`config.mk`:
```
export PLATFORM = sky130hd
export DESIGN_NAME = approx_error_monitor
export DESIGN_NICKNAME = d
export VERILOG_FILES = /design/src/rtl/approx_eval_pkg.sv /design/src/rtl/abs_err_calc.sv /design/src/rtl/approx_error_monitor.sv
export SDC_FILE = /design/constraint.sdc
export NUM_CORES = 1
export LEC_CHECK = 0
export CAP_MARGIN = 25
export CORE_ASPECT_RATIO = 0.9
export CORE_MARGIN = 4
export CORE_UTILIZATION = 25
export CTS_CLUSTER_DIAMETER = 100
export DETAILED_ROUTE_END_ITERATION = 6
export HOLD_SLACK_MARGIN = 0.12
export PLACE_DENSITY = 0.45
export REMOVE_ABC_BUFFERS = 1
export SLEW_MARGIN = 15
export SYNTH_ARGS = -nofsm -noshare
export SYNTH_HDL_FRONTEND = slang
export SYNTH_HIERARCHICAL = 1
export SYNTH_SLANG_ARGS = --single-unit
```
`constraint.sdc`:
```
create_clock -name clk -period 5.86 [get_ports clk]
set_clock_uncertainty 0.2 [all_clocks]
set_input_delay 1.172 -clock clk [delete_from_list [all_inputs] [get_ports clk]]
set_output_delay 1.172 -clock clk [all_outputs]
set_load 0.05 [all_outputs]
```
`src/rtl/approx_eval_pkg.sv`:
```
// Shared types and width helpers for the approximate-circuit error monitor.
package approx_eval_pkg;

   typedef enum logic [1:0] {
      ST_IDLE   = 2'd0,
      ST_SETTLE = 2'd1,
      ST_SAMPLE = 2'd2,
      ST_DONE   = 2'd3
   } state_t;

   // err_count must hold 2^num_in itself, hence one extra bit
   function automatic int cnt_w(input int num_in);
      return num_in + 1;
   endfunction

   // sum of up to 2^num_in errors, each below 2^out_w
   function automatic int sum_w(input int num_in, input int out_w);
      return num_in + out_w;
   endfunction

   // settle down-counter holds values 0..settle-1
   function automatic int settle_w(input int settle);
      return (settle < 2) ? 1 : $clog2(settle);
   endfunction

endpackage

```
`src/rtl/abs_err_calc.sv`:
```
// Combinational |a-b| and threshold compare. The larger operand is always
// the minuend, so the W-bit result cannot overflow.
module abs_err_calc #(
   parameter int          W  = 3,
   parameter int unsigned ET = 2
) (
   input  logic [W-1:0] i_a,
   input  logic [W-1:0] i_b,
   output logic [W-1:0] o_err,
   output logic         o_over
);

   assign o_err  = (i_a >= i_b) ? (i_a - i_b) : (i_b - i_a);
   assign o_over = (32'(o_err) > ET);

endmodule

```
`src/rtl/approx_error_monitor.sv`:
```
// Exhaustive error monitor: sweeps every input vector, compares the exact and
// approximate circuit responses and collects max error, nonzero-error count,
// threshold violation and first failing vector.
// Optional feature: define ERR_SUM_EN to add the sum_err accumulator output.
module approx_error_monitor
   import approx_eval_pkg::*;
#(
   parameter int          NUM_IN = 4,
   parameter int          OUT_W  = 3,
   parameter int unsigned ET     = 2,
   parameter int          SETTLE = 0
) (
   input  logic              clk,
   input  logic              rst,
   input  logic              start,
   input  logic              abort,
   output logic [NUM_IN-1:0] vec_out,
   input  logic [OUT_W-1:0]  exact_in,
   input  logic [OUT_W-1:0]  approx_in,
   output logic              busy,
   output logic              done,
   output logic [OUT_W-1:0]  max_err,
   output logic [NUM_IN:0]   err_count,
   output logic              violation,
   output logic [NUM_IN-1:0] first_fail_vec
`ifdef ERR_SUM_EN
   ,
   output logic [NUM_IN+OUT_W-1:0] sum_err
`endif
);

   localparam int                CW   = cnt_w(NUM_IN);
   localparam int                SW   = settle_w(SETTLE);
   localparam logic [NUM_IN-1:0] LAST = '1;
   // state entered after start and after each non-final sample
   localparam state_t            ST_STEP = (SETTLE > 0) ? ST_SETTLE : ST_SAMPLE;
   localparam logic [SW-1:0]     SETTLE_LD = SW'(SETTLE - 1);

   state_t            r_state;
   logic [SW-1:0]     r_settle_cnt;
   logic [NUM_IN-1:0] r_vec;
   logic [OUT_W-1:0]  r_max;
   logic [CW-1:0]     r_cnt;
   logic              r_viol;
   logic [NUM_IN-1:0] r_ffv;
`ifdef ERR_SUM_EN
   localparam int     SUMW = sum_w(NUM_IN, OUT_W);
   logic [SUMW-1:0]   r_sum;
`endif

   logic [OUT_W-1:0]  w_err;
   logic              w_over;

   abs_err_calc #(.W(OUT_W), .ET(ET)) u_abs_err (
      .i_a    (exact_in),
      .i_b    (approx_in),
      .o_err  (w_err),
      .o_over (w_over)
   );

   // sweep sequencer and statistics; abort beats sampling on the same edge
   always_ff @(posedge clk or posedge rst) begin
      if (rst) begin
         r_state      <= ST_IDLE;
         r_settle_cnt <= '0;
         r_vec        <= '0;
         r_max        <= '0;
         r_cnt        <= '0;
         r_viol       <= 1'b0;
         r_ffv        <= '0;
`ifdef ERR_SUM_EN
         r_sum        <= '0;
`endif
      end else begin
         case (r_state)
            ST_IDLE, ST_DONE: begin
               if (start) begin
                  r_state      <= ST_STEP;
                  r_settle_cnt <= SETTLE_LD;
                  r_vec        <= '0;
                  r_max        <= '0;
                  r_cnt        <= '0;
                  r_viol       <= 1'b0;
                  r_ffv        <= '0;
`ifdef ERR_SUM_EN
                  r_sum        <= '0;
`endif
               end
            end
            ST_SETTLE: begin
               if (abort)
                  r_state <= ST_IDLE;
               else if (r_settle_cnt == '0)
                  r_state <= ST_SAMPLE;
               else
                  r_settle_cnt <= r_settle_cnt - 1'b1;
            end
            ST_SAMPLE: begin
               if (abort) begin
                  r_state <= ST_IDLE;
               end else begin
                  if (w_err > r_max)
                     r_max <= w_err;
                  r_cnt <= r_cnt + CW'(w_err != '0);
                  if (w_over && !r_viol) begin
                     r_viol <= 1'b1;
                     r_ffv  <= r_vec;
                  end
`ifdef ERR_SUM_EN
                  r_sum <= r_sum + SUMW'(w_err);
`endif
                  if (r_vec == LAST) begin
                     r_state <= ST_DONE;
                  end else begin
                     r_vec        <= r_vec + 1'b1;
                     r_state      <= ST_STEP;
                     r_settle_cnt <= SETTLE_LD;
                  end
               end
            end
            default: r_state <= ST_IDLE;
         endcase
      end
   end

   assign vec_out        = r_vec;
   assign busy           = (r_state == ST_SETTLE) || (r_state == ST_SAMPLE);
   assign done           = (r_state == ST_DONE);
   assign max_err        = r_max;
   assign err_count      = r_cnt;
   assign violation      = r_viol;
   assign first_fail_vec = r_ffv;
`ifdef ERR_SUM_EN
   assign sum_err        = r_sum;
`endif

endmodule

```
==> run summary, run 1 <==
pre-CTS setup slack: 1.31 ns
Pins Over Slew Limit: 0
Max Cap Viol: 0
pwr/cell area: 506 nW/µm²
Max Root-Sink Buffers: 2
Critical Path RT: 5.81 ns
Period Utilization, post-route: 0.726
unrepaired setup endpoints after global routing: no
hpwl dp: 2.66 mm
final setup violation count: 0
# DRC: 0
CP Max Fanout: 3
Core Box Area: 5690 µm²
layout cells sized above 1: 0.0963
Synth Warn #: 6
DIE AREA: 7180 µm²
fmax: 235 MHz
ANT nets after route: 0
Buf+Inv Stages, Crit Path: 2
drt initial violations: 31
crit-path cells: clkdlybuf4s50_1 -> inv_1 -> ha_1 -> fa_1 -> xnor2_1 -> and2_1 -> a31oi_1 -> nand2_1 -> or3_1 -> ha_1 -> ha_1 -> nand3_1 -> or2_2 -> o21ai_0 -> a22o_1
Yosys reg bits: 20
Clock transition at path regs: 0.09 ns
drt pass-1 iters: 4
H-tree lvl count: 1
Port-buffer cells: 28
Leak: 0.848 nW
CP max stage delay: 0.48 ns
Syn-to-layout area delta: 28.6%
ys flop type: dfrtp_1
mapped cell area: 1470 µm²
Clock Latency Late Sink: 0.26 ns
Initial Utilization: 0.258
synth unique cells: 39
Max VDD drop: 0.000185 V
Cells after Synth: 160
# diodes: 0
most common cell after layout, fill and taps aside: clkdlybuf4s50_1
largest net degree at the start of global routing: 31
Post-CTS Setup Bufs: 0
Internal Power: 494 µW
Sequential Power Share: 0.256
Tightest Hold Check Type: register to register
initial antenna violation count: 0
Sw Share: 0.485
Worst-Margin Slew: 0.823 ns
CP Launch Type: input pin
WS Path Type: input pin to register
Fin. Hold Viols: 0
most frequent cells in the layout: 28 x clkdlybuf4s50_1, 20 x nand2_1, 20 x dfrtp_1
clock share of power: 0.149
CTS Buf Count: 3
crit-path leading delay family: adder cells
Nets: 215
Ports: 29
GRT overflow: 0
Total GRT Usage: 0.110
via count: 1232
Critical Path Sink Type: register
vias per inst: 4.79
worst-case hold slack: 0.317 ns
Die Y: 80.8 µm
Tmin final: 4.25 ns
hold_buf cts: 0
sequential fraction of the synthesis area: 0.340
asr flop ratio synth: 1.00
drt total wl: 3.55 mm
row cnt: 26
gpl congestion: 0.774
run status: complete, no violations
P_sw: 464 µW
crit path DAT: 4.20 ns
area leader, netlist: dfrtp_1
post-CTS sizing: 0
Final Core Density: 0.332
clk sinks: 20
CTS tree: yes
synth top area cells: dfrtp_1 34%, ha_1 13%, nand2_1 5.1%
Post-synth EDFFs: 0
Setup TNS: 0 ns
DIE WIDTH: 88.9 µm
most frequent CP cell: ha_1
vias in the first global route: 1301
worst setup margin: 1.61 ns
Critical Path Slowest Stage Cell: clkdlybuf4s50_1
mean post-synth cell area: 9.20 µm²
Pwr Total: 958 µW
Yosys top cell area share: 0.340
combinational share of power: 0.595
first-pass GRT wire length: 6.21 mm
Worst slew margin: 0.451
routed wire length per instance: 13.8 µm
Clock Root Buffer: clkbuf_8
==> power groups by stage <==
stage	Sequential (mW)	Clock [mW]	Combinational [mW]
floorplan	0.373	0	0.262
CTS	0.245	0.148	0.566
global route	0.253	0.154	0.624
detailed placement	0.247	0	0.565
finish	0.245	0.143	0.570
global placement	0.244	0	0.549
==> cell families after synthesis <==
kind of cell             after synthesis  synth area share
XOR/XNOR                               1           0.00595
adder cells (fa/ha/maj)               17             0.155
multiplexers                           4            0.0323
AND/OR/NAND/NOR                       50             0.168
AO/OA/AOI/OAI                         43             0.227
buffers and inverters                 25            0.0714
flip-flops                            20             0.340
==> registers in the layout, summed over array words and instances, names as in the netlist <==
name / cells
err_count: 5
first_fail_vec: 4
max_err: 3
r_settle_cnt: 1
r_state: 2
vec_out: 4
violation: 1
==> routing by layer <==
layer	wire length, µm	track usage	up-vias
met4	75	0.0408	0
met1	1600	0.136	586
li1	-	-	614
met2	1750	0.190	26
met5	0	0	-
met3	121	0.0183	6
==> cell type report <==
cell class	count	area, µm²
fillers	589	3800
clock buffers	3	41.3
clock inverters	1	30.0
well taps	70	87.6
inverters	19	71.3
repair buffers	29	295
flip-flops and latches	20	500
multi-input cells	115	866
==> synth_stat cells (3+ instances only) <==
cell type,count
buf_2,3
o211ai_1,4
o21ai_0,6
ha_1,15
nand3_1,7
o211ai_2,3
nand2_1,20
or2_2,4
o311ai_0,3
inv_1,19
dfrtp_1,20
a211oi_1,3
a22o_1,8
nand2b_1,5
a21oi_1,4
nor2_1,6
==> worst reg2reg max path, cell delays in order (launching register included) <==
cell and delay [ns]:
dfrtp_1 0.43, inv_1 0.06, ha_1 0.35, nor2b_4 0.17
a211o_1 0.50, or2_4 0.38, o211ai_2 0.16
==> through the flow <==
| stage | std cells | cell area (µm²) |
|---|---|---|
| final | 257 | 1890 |
| after global placement | 252 | 1810 |
| after detailed placement | 252 | 1810 |
| after floorplan | 154 | 1440 |
| after global routing | 257 | 1890 |
| after CTS | 256 | 1880 |
==> path summary, 6_finish.rpt <==
check                                          from                            end  slack (ns)  depth (start not counted)
max reg2reg                  r_state[0]$_DFFE_PP0P_  first_fail_vec[0]$_DFFE_PP0P_        3.52                          6
min in group asynchronous                       rst         vec_out[2]$_DFFE_PP0P_        1.16                          2
max in group asynchronous                       rst  first_fail_vec[0]$_DFFE_PP0P_        3.78                          2
max                                     exact_in[0]       err_count[4]$_DFFE_PP0P_        1.61                         15
min                        r_settle_cnt$_DFFE_PP0P_       r_settle_cnt$_DFFE_PP0P_        0.32                          1
min reg2reg                r_settle_cnt$_DFFE_PP0P_       r_settle_cnt$_DFFE_PP0P_        0.32                          1
No activity file was read; power rests on OpenSTA's default activity.
==> run 2: changes to the inputs <==
==> constraint.sdc (replaced) <==
create_clock -name clk -period 4.2 [get_ports clk]
set_clock_uncertainty 0.2 [all_clocks]
set_input_delay 0.84 -clock clk [delete_from_list [all_inputs] [get_ports clk]]
set_output_delay 0.84 -clock clk [all_outputs]
set_load 0.05 [all_outputs]
==> run summary, run 2 (synthesis gave the netlist of run 1 again) <==
CP max stage delay: 0.48 ns (about the same)
reg2reg end: err_count[4]$_DFFE_PP0P_
Final Non-Filler Cells: 258 (+0.39%)
Worst slew margin: 0.451 (about the same)
drt pass-1 iters: 4 (unchanged)
Critical Path RT: 4.15 ns (-1.66 ns)
Worst R2R Path Depth: 6 (unchanged)
CTS Buf Count: 3 (unchanged)
reg2reg start: r_state[0]$_DFFE_PP0P_
Leak: 0.843 nW (-0.55%)
pre-CTS setup slack: 0.0760 ns (-1.23 ns)
Post-CTS Setup Bufs: 0 (unchanged)
Max VDD drop: 0.000221 V (+20%)
crit-path cells: clkdlybuf4s50_1 -> inv_1 -> ha_1 -> fa_1 -> xnor2_1 -> and2_1 -> a31oi_1 -> nand2_1 -> or3_1 -> ha_1 -> ha_1 -> nand3_1 -> or2_2 -> o21ai_0 -> a22o_1
layout cells sized above 1: 0.101 (+0.00481)
initial antenna violation count: 0 (unchanged)
fillers: 583 (-1.0%)
Inst Count DP: 254 (+0.79%)
Buf+Inv Stages, Crit Path: 2 (unchanged)
row cnt: 26 (unchanged)
Ports: 29 (unchanged)
Clock Root Buffer: clkbuf_8
hold endpoint: violation$_DFFE_PP0P_
worst setup margin: 0.343 ns (-1.26 ns)
final setup violation count: 0 (unchanged)
Total GRT Usage: 0.100 (-0.00970)
Clock transition at path regs: 0.08 ns (about the same)
cell depth of the worst hold path: 1 (unchanged)
Port-buffer cells: 28 (unchanged)
CP Launch Type: input pin
crit-path leading delay family: adder cells
R2R setup slack: 1.62 ns (-1.90 ns)
most common cell after layout, fill and taps aside: clkdlybuf4s50_1
hold_buf cts: 0 (unchanged)
worst-case hold slack: 0.310 ns (-0.00727 ns)
Critical Path Slowest Stage Cell: clkdlybuf4s50_1
unrepaired setup endpoints after global routing: no
fmax: 259 MHz
Tmin final: 3.86 ns
# DRC: 0 (unchanged)
Period Utilization, post-route: 0.918
Tightest Hold Check Type: register to register
Hold Crit Start: violation$_DFFE_PP0P_
Clock Latency Late Sink: 0.26 ns (about the same)
hpwl dp: 2.58 mm (-3.2%)
Worst-Margin Slew: 0.822 ns (-0.000630 ns)
via count: 1269 (+3.0%)
Pins Over Slew Limit: 0 (unchanged)
drt total wl: 3.36 mm (-5.3%)
vias per inst: 4.92 (+2.6%)
max reg flops: 5 (unchanged)
Final Core Density: 0.329 (-0.00286)
Core Box Area: 5690 µm² (unchanged)
GRT overflow: 0 (unchanged)
DIE AREA: 7180 µm² (unchanged)
CP Max Fanout: 3 (unchanged)
crit path DAT: 3.81 ns (-0.39 ns)
Nets: 216 (+0.47%)
Max Root-Sink Buffers: 2 (unchanged)
most frequent cells in the layout: 28 x clkdlybuf4s50_1, 20 x nand2_1, 20 x dfrtp_1
DIE WIDTH: 88.9 µm (unchanged)
most frequent CP cell: ha_1
first-pass GRT wire length: 5.75 mm (-7.5%)
largest net degree at the start of global routing: 21 (-32%)
pwr/cell area: 682 nW/µm² (+35%)
WS Path Type: input pin to register
drt initial violations: 34 (+9.7%)
clk sinks: 20 (unchanged)
Critical Path Sink Type: register
vias in the first global route: 1276 (-1.9%)
# diodes: 0 (unchanged)
routed wire length per instance: 13.0 µm (-5.6%)
run status: complete, no violations
Fin. Hold Viols: 0 (unchanged)
Initial Utilization: 0.258 (unchanged)
gpl congestion: 0.818 (+5.6%)
ANT nets after route: 0 (unchanged)
Setup TNS: 0 ns (unchanged)
Die Y: 80.8 µm (unchanged)
Syn-to-layout area delta: 27.5%
CTS tree: yes
H-tree lvl count: 1 (unchanged)
post-CTS sizing: 0 (unchanged)
Max Cap Viol: 0 (unchanged)
==> run 2: area by class of cell <==
cell class | count | area (µm²) | share of cell area
Multi-Input combinational cell | 115 | 866 | 0.462
Sequential cell | 20 | 500 | 0.267
Timing Repair Buffer | 30 | 295 | 0.157
Tap cell | 70 | 87.6 | 0.0467
Inverter | 19 | 71.3 | 0.0380
Clock buffer | 4 | 55.1 | 0.0294
==> run 2: worst max-delay path by stage <==
stage,start,endpoint,slack [ns],cells past startpoint
2_1_floorplan,exact_in[0],err_count[4]$_DFFE_PP0P_,0.76,14
3_3_place_gp,exact_in[0],err_count[4]$_DFFE_PP0P_,0.15,15
3_5_place_dp,exact_in[0],err_count[4]$_DFFE_PP0P_,0.08,15
4_1_cts,exact_in[0],err_count[4]$_DFFE_PP0P_,0.34,15
5_1_grt,exact_in[0],max_err[0]$_DFFE_PP0P_,0.13,13
6_report,exact_in[0],err_count[4]$_DFFE_PP0P_,0.34,15
==> run 2: through the flow <==
step                      instance area [µm²]  power [mW]
after floorplan                          1440       0.887
after global placement                   1820        1.13
after detailed placement                 1820        1.14
after CTS                                1880        1.30
after global routing                     1880        1.38
final                                    1880        1.28
==> run 2: report_power, final <==
group	total [mW]	switching (mW)	internal, mW	leakage, nW
combinational	0.793	0.491	0.302	0.557
sequential	0.336	0.0755	0.261	0.258
clock	0.151	0.0674	0.0834	0.0288
total	1.28	0.634	0.646	0.843
==> run 2: routing by layer <==
layer  routed length (µm)  track usage
met1                 1540        0.118
met2                 1630        0.182
met3                  141       0.0122
met4                   51       0.0408
met5                    0            0
==> edit 1 (config.mk and constraints of run 1) <==
`NUM_IN`: 4 -> 5.
--- a/src/rtl/approx_error_monitor.sv
+++ b/src/rtl/approx_error_monitor.sv
@@ -5,7 +5,7 @@
 module approx_error_monitor
    import approx_eval_pkg::*;
 #(
-   parameter int          NUM_IN = 4,
+   parameter int          NUM_IN = 5,
    parameter int          OUT_W  = 3,
    parameter int unsigned ET     = 2,
    parameter int          SETTLE = 0
Interface: changed (resized err_count, first_fail_vec and vec_out); port bits go from 29 to 32. No check against the original RTL was run, so the function may have changed too.
==> edit 1 against run 1 <==
Total power is 2.1% higher; sequential cell count up 3; cell area grew 7.4%; register-to-register slack worse by 160 ps; setup slack improved by 70 ps; routed wire length shrank 3.0%; area after synthesis up 6.5%; die area is 5.8% higher; largest power group unchanged; global-route usage fell by 1.8 points.
==> edit 1: results (changes against run 1) <==
arrival_ps: 4130  # -70 ps
netSwitchingFraction: 0.5109  # +0.02633
layout-drive-gt1-share: 0.05419  # -0.04207
rows: 27  # +3.8%
globalRouteTotalUtil: 0.09229  # -0.01756
nNonClkInverters: 16  # -3
grt_first_pass_wirelength_um: 5775  # -7.0%
routedWlPerCell_um: 11.86  # -14%
dp_cells: 285  # +13%
timing.fmax_mhz: 239.1  # +1.7%
p_switching_uw: 499.5  # +7.6%
post_dp_cell_area_um2: 1958  # +8.5%
ys_top_cells_by_count: "nand2_1, dfrtp_1, ha_1, inv_1, o21ai_0"
grt_max_degree: 32  # +3.2%
max-slew-margin-rel: 0.6507  # +0.1998
worstPathMaxFanout: 4  # +1
clk_pin_slew_ps: 90  # about the same
multi_input_area_um2: 895.9  # +3.5%
htree_levels: 1  # unchanged
r2r_slack_ps: 3360  # -160 ps
post-dp-hpwl_um: 2523  # -5.3%
ys_seq_area_frac: 0.3674  # +0.02728
insertion_delay_ps: 260  # about the same
min-delay-start: "first_fail_vec[0]"
seqPwrFrac: 0.284  # +0.028
status: "finished clean"
grt_pass1_vias: 1226  # -5.8%
num_vias: 1291  # +4.8%
vdd_drop_max_mv: 0.1555  # -16%
largest_reg_flops: 6  # +1
synth_cell_type_count: 41  # +5.1%
nFlopsAndLatches: 23  # +15%
seq-cell-share: 0.2833  # +0.01870
netlist_instances: 172  # +7.5%
holdWs_ps: 280.6  # -36.91 ps
fillers: 628  # +6.6%
buf_share: 0.1700  # +0.01387
leakage_uw: 0.0009272  # +9.4%
clock_area_frac: 0.02278  # -0.01492
pwr-share-comb: 0.615  # +0.020
place.port_buffers: 31  # +11%
synthTopCellsByArea: "dfrtp_1, ha_1, nand2_1"
n_all_buffers: 33  # +14%
gp_congestion: 0.7402  # -4.3%
nets: 232  # +7.9%
multi_input_gates: 127  # +10%
routed_wl_um: 3440  # -3.0%
==> edit 1: final timing paths <==
kind | endpoint | cells after the start
min in group asynchronous | err_count[2] | 2
min | first_fail_vec[0] | 2
min reg2reg | first_fail_vec[0] | 2
max | max_err[1] | 13
max reg2reg | err_count[5] | 7
max in group asynchronous | violation | 3
==> edit 1: cell families after synthesis <==
kind of cell	synth area share
AOI/OAI and AO/OA	0.2045
xor gates and xnor gates	0.005592
muxes	0.01597
and+or+nand+nor	0.1925
buffers and inverters	0.06070
DFF	0.3674
adders and majority gates	0.1534
==> edit 1: critical path, cell delays in order <==
cell and delay [ps]:
clkdlybuf4s50_1 480, inv_1 50, ha_1 220, fa_1 410, xnor2_1 140, and2_1 150
a31oi_1 190, nand2_1 120, ha_1 300, nand3_1 80, o21ai_0 160, or2_2 340
o311ai_0 340
==> edit 1: per-layer routing <==
metal	GRT usage	vias to the layer above	wire length, um
li1	-	672	-
met5	0	-	0
met4	0.02055	0	14
met3	0.02717	2	157
met1	0.1272	591	1726
met2	0.1420	26	1542
==> edit 2 (settings of run 1) <==
Without the edit above. Encoding of `state_t`: now one-hot (4 bits for 4 states).
--- a/src/rtl/approx_eval_pkg.sv
+++ b/src/rtl/approx_eval_pkg.sv
@@ -1,11 +1,11 @@
 // Shared types and width helpers for the approximate-circuit error monitor.
 package approx_eval_pkg;
 
-   typedef enum logic [1:0] {
-      ST_IDLE   = 2'd0,
-      ST_SETTLE = 2'd1,
-      ST_SAMPLE = 2'd2,
-      ST_DONE   = 2'd3
+   typedef enum logic [3:0] {
+      ST_IDLE   = 4'b0001,
+      ST_SETTLE = 4'b0010,
+      ST_SAMPLE = 4'b0100,
+      ST_DONE   = 4'b1000
    } state_t;
 
    // err_count must hold 2^num_in itself, hence one extra bit
Formal check against the unedited RTL: no difference found for any inputs over 10 cycles, from zero or initial values and one cycle with rst high; not proved beyond that.
==> edit 2 against run 1 <==
Routed wire length decreased by 16%; sequential cell count unchanged; area after synthesis fell by 12%; setup slack better by 130 ps; global-route usage decreased by 1.4 points; non-clock buffer count shrank 1; cell area down 11%; critical endpoint is now max_err[0].
Power is not compared: it rests on default switching activity, and its combinational part moved more than twofold at a synthesized area within 25%.
==> edit 2: results (changes against run 1) <==
status: "finished clean"
r2r_slack_ps: 3550  # +30 ps
vias_per_cell: 4.721  # -1.5%
root_buffer: "clkbuf_8"
synthTopCellsByArea: "dfrtp_1, ha_1, inv_1"
r2r_cells: 4  # -2
routedWlPerCell_um: 13.07  # -5.3%
drtIter0Drc: 35  # +13%
r2r_start: "r_state[3]"
grt_first_pass_wirelength_um: 5043  # -19%
slowest_stage: "or4_4"
fillers: 500  # -15%
largest_reg_flops: 5  # unchanged
worst_pin_slew_ps: 854.0  # +31.19 ps
vdd_drop_max_mv: 0.06466
globalRouteTotalUtil: 0.09553  # -0.01432
post_dp_cell_area_um2: 1645  # -8.9%
grt_max_degree: 21  # -32%
cp-startpoint: "exact_in[0]"
nets: 188  # -13%
cts_made_buffers: 3  # unchanged
gp_congestion: 0.8132  # +5.1%
layout-drive-gt1-share: 0.07927  # -0.01699
arrival_ps: 4100  # -100 ps
ys_seq_area_frac: 0.3859  # +0.04581
post-dp-hpwl_um: 2347  # -12%
antenna_found_initial: 0  # unchanged
min_delay_path_depth: 1  # unchanged
place.port_buffers: 28  # unchanged
reg2reg_to: "max_err[0]"
worstPathMaxFanout: 4  # +1
synth_cell_type_count: 38  # -2.6%
grt_pass1_vias: 1073  # -18%
ys_top_cells_by_count: "dfrtp_1, inv_1, nand2_1"
clk_pin_slew_ps: 70  # -20 ps
-- edit 2: metal layers --
layer,GRT usage,routed length [um]
met3,0.009730,98
met1,0.1195,1413
met4,0.05627,72
met2,0.1582,1409
met5,0,0
-- edit 2: worst min-delay path by stage --
| stage | start | end | slack (ps) |
|---|---|---|---|
| 2_1_floorplan | r_state[2] | violation | 360 |
| 3_3_place_gp | err_count[4] | err_count[4] | 270 |
| 3_5_place_dp | err_count[4] | err_count[4] | 280 |
| 4_1_cts | err_count[4] | err_count[4] | 290 |
| 5_1_grt | first_fail_vec[2] | first_fail_vec[2] | 330 |
| 6_report | err_count[4] | err_count[4] | 280 |
-- edit 2: final cells by class --
type | instances | share of cell area
repair buffers | 28 | 0.1658
flip-flops and latches | 20 | 0.2968
inverters | 18 | 0.03997
well taps | 65 | 0.04811
clock buffers | 4 | 0.02665
multi-input cells | 94 | 0.4227
-- edit 2: logic make-up (layout without fill, tap and decap cells) --
logic type / after synthesis / count (layout) / synth area share
AND/OR/NAND/NOR: 39 / 39 / 0.1694
XOR/XNOR: 2 / 2 / 0.01348
buffers and inverters: 20 / 50 / 0.06448
flip-flops: 20 / 20 / 0.3860
adder cells (fa/ha/maj): 13 / 13 / 0.1367
multiplexers: 3 / 3 / 0.02695
AO/OA/AOI/OAI: 37 / 37 / 0.2031
-- edit 2: critical path, delay by kind of cell --
family                   cells  cell delay [ps]
XOR/XNOR                     1              140
adder cells (fa/ha/maj)      3              930
buffers and inverters        2              530
AND/OR/NAND/NOR              4              840
AO/OA/AOI/OAI                3              500
-- edit 2: power groups by stage --
stage / combinational (uW) / clock, uW / sequential [uW]
4_1_cts: 190 / 98.2 / 175
2_1_floorplan: 85.7 / 0 / 218
5_1_grt: 206 / 103 / 177
3_5_place_dp: 189 / 0 / 178
6_report: 187 / 96.3 / 174
3_3_place_gp: 187 / 0 / 177
-- edit 2: stage by stage --
step                      std cells  utilization  setup slack [ps]  hold slack (ps)  total power (uW)
final                           229       0.3432              1736            281.7             458.1
after global routing            229       0.3432              1532            334.1             486.3
after CTS                       229       0.3432              1753            290.2             462.9
after detailed placement        225       0.3341              1488            280.0             367.1
after global placement          225       0.3341              1592            271.6             363.7
after floorplan                 132            -              2187            364.0             303.9
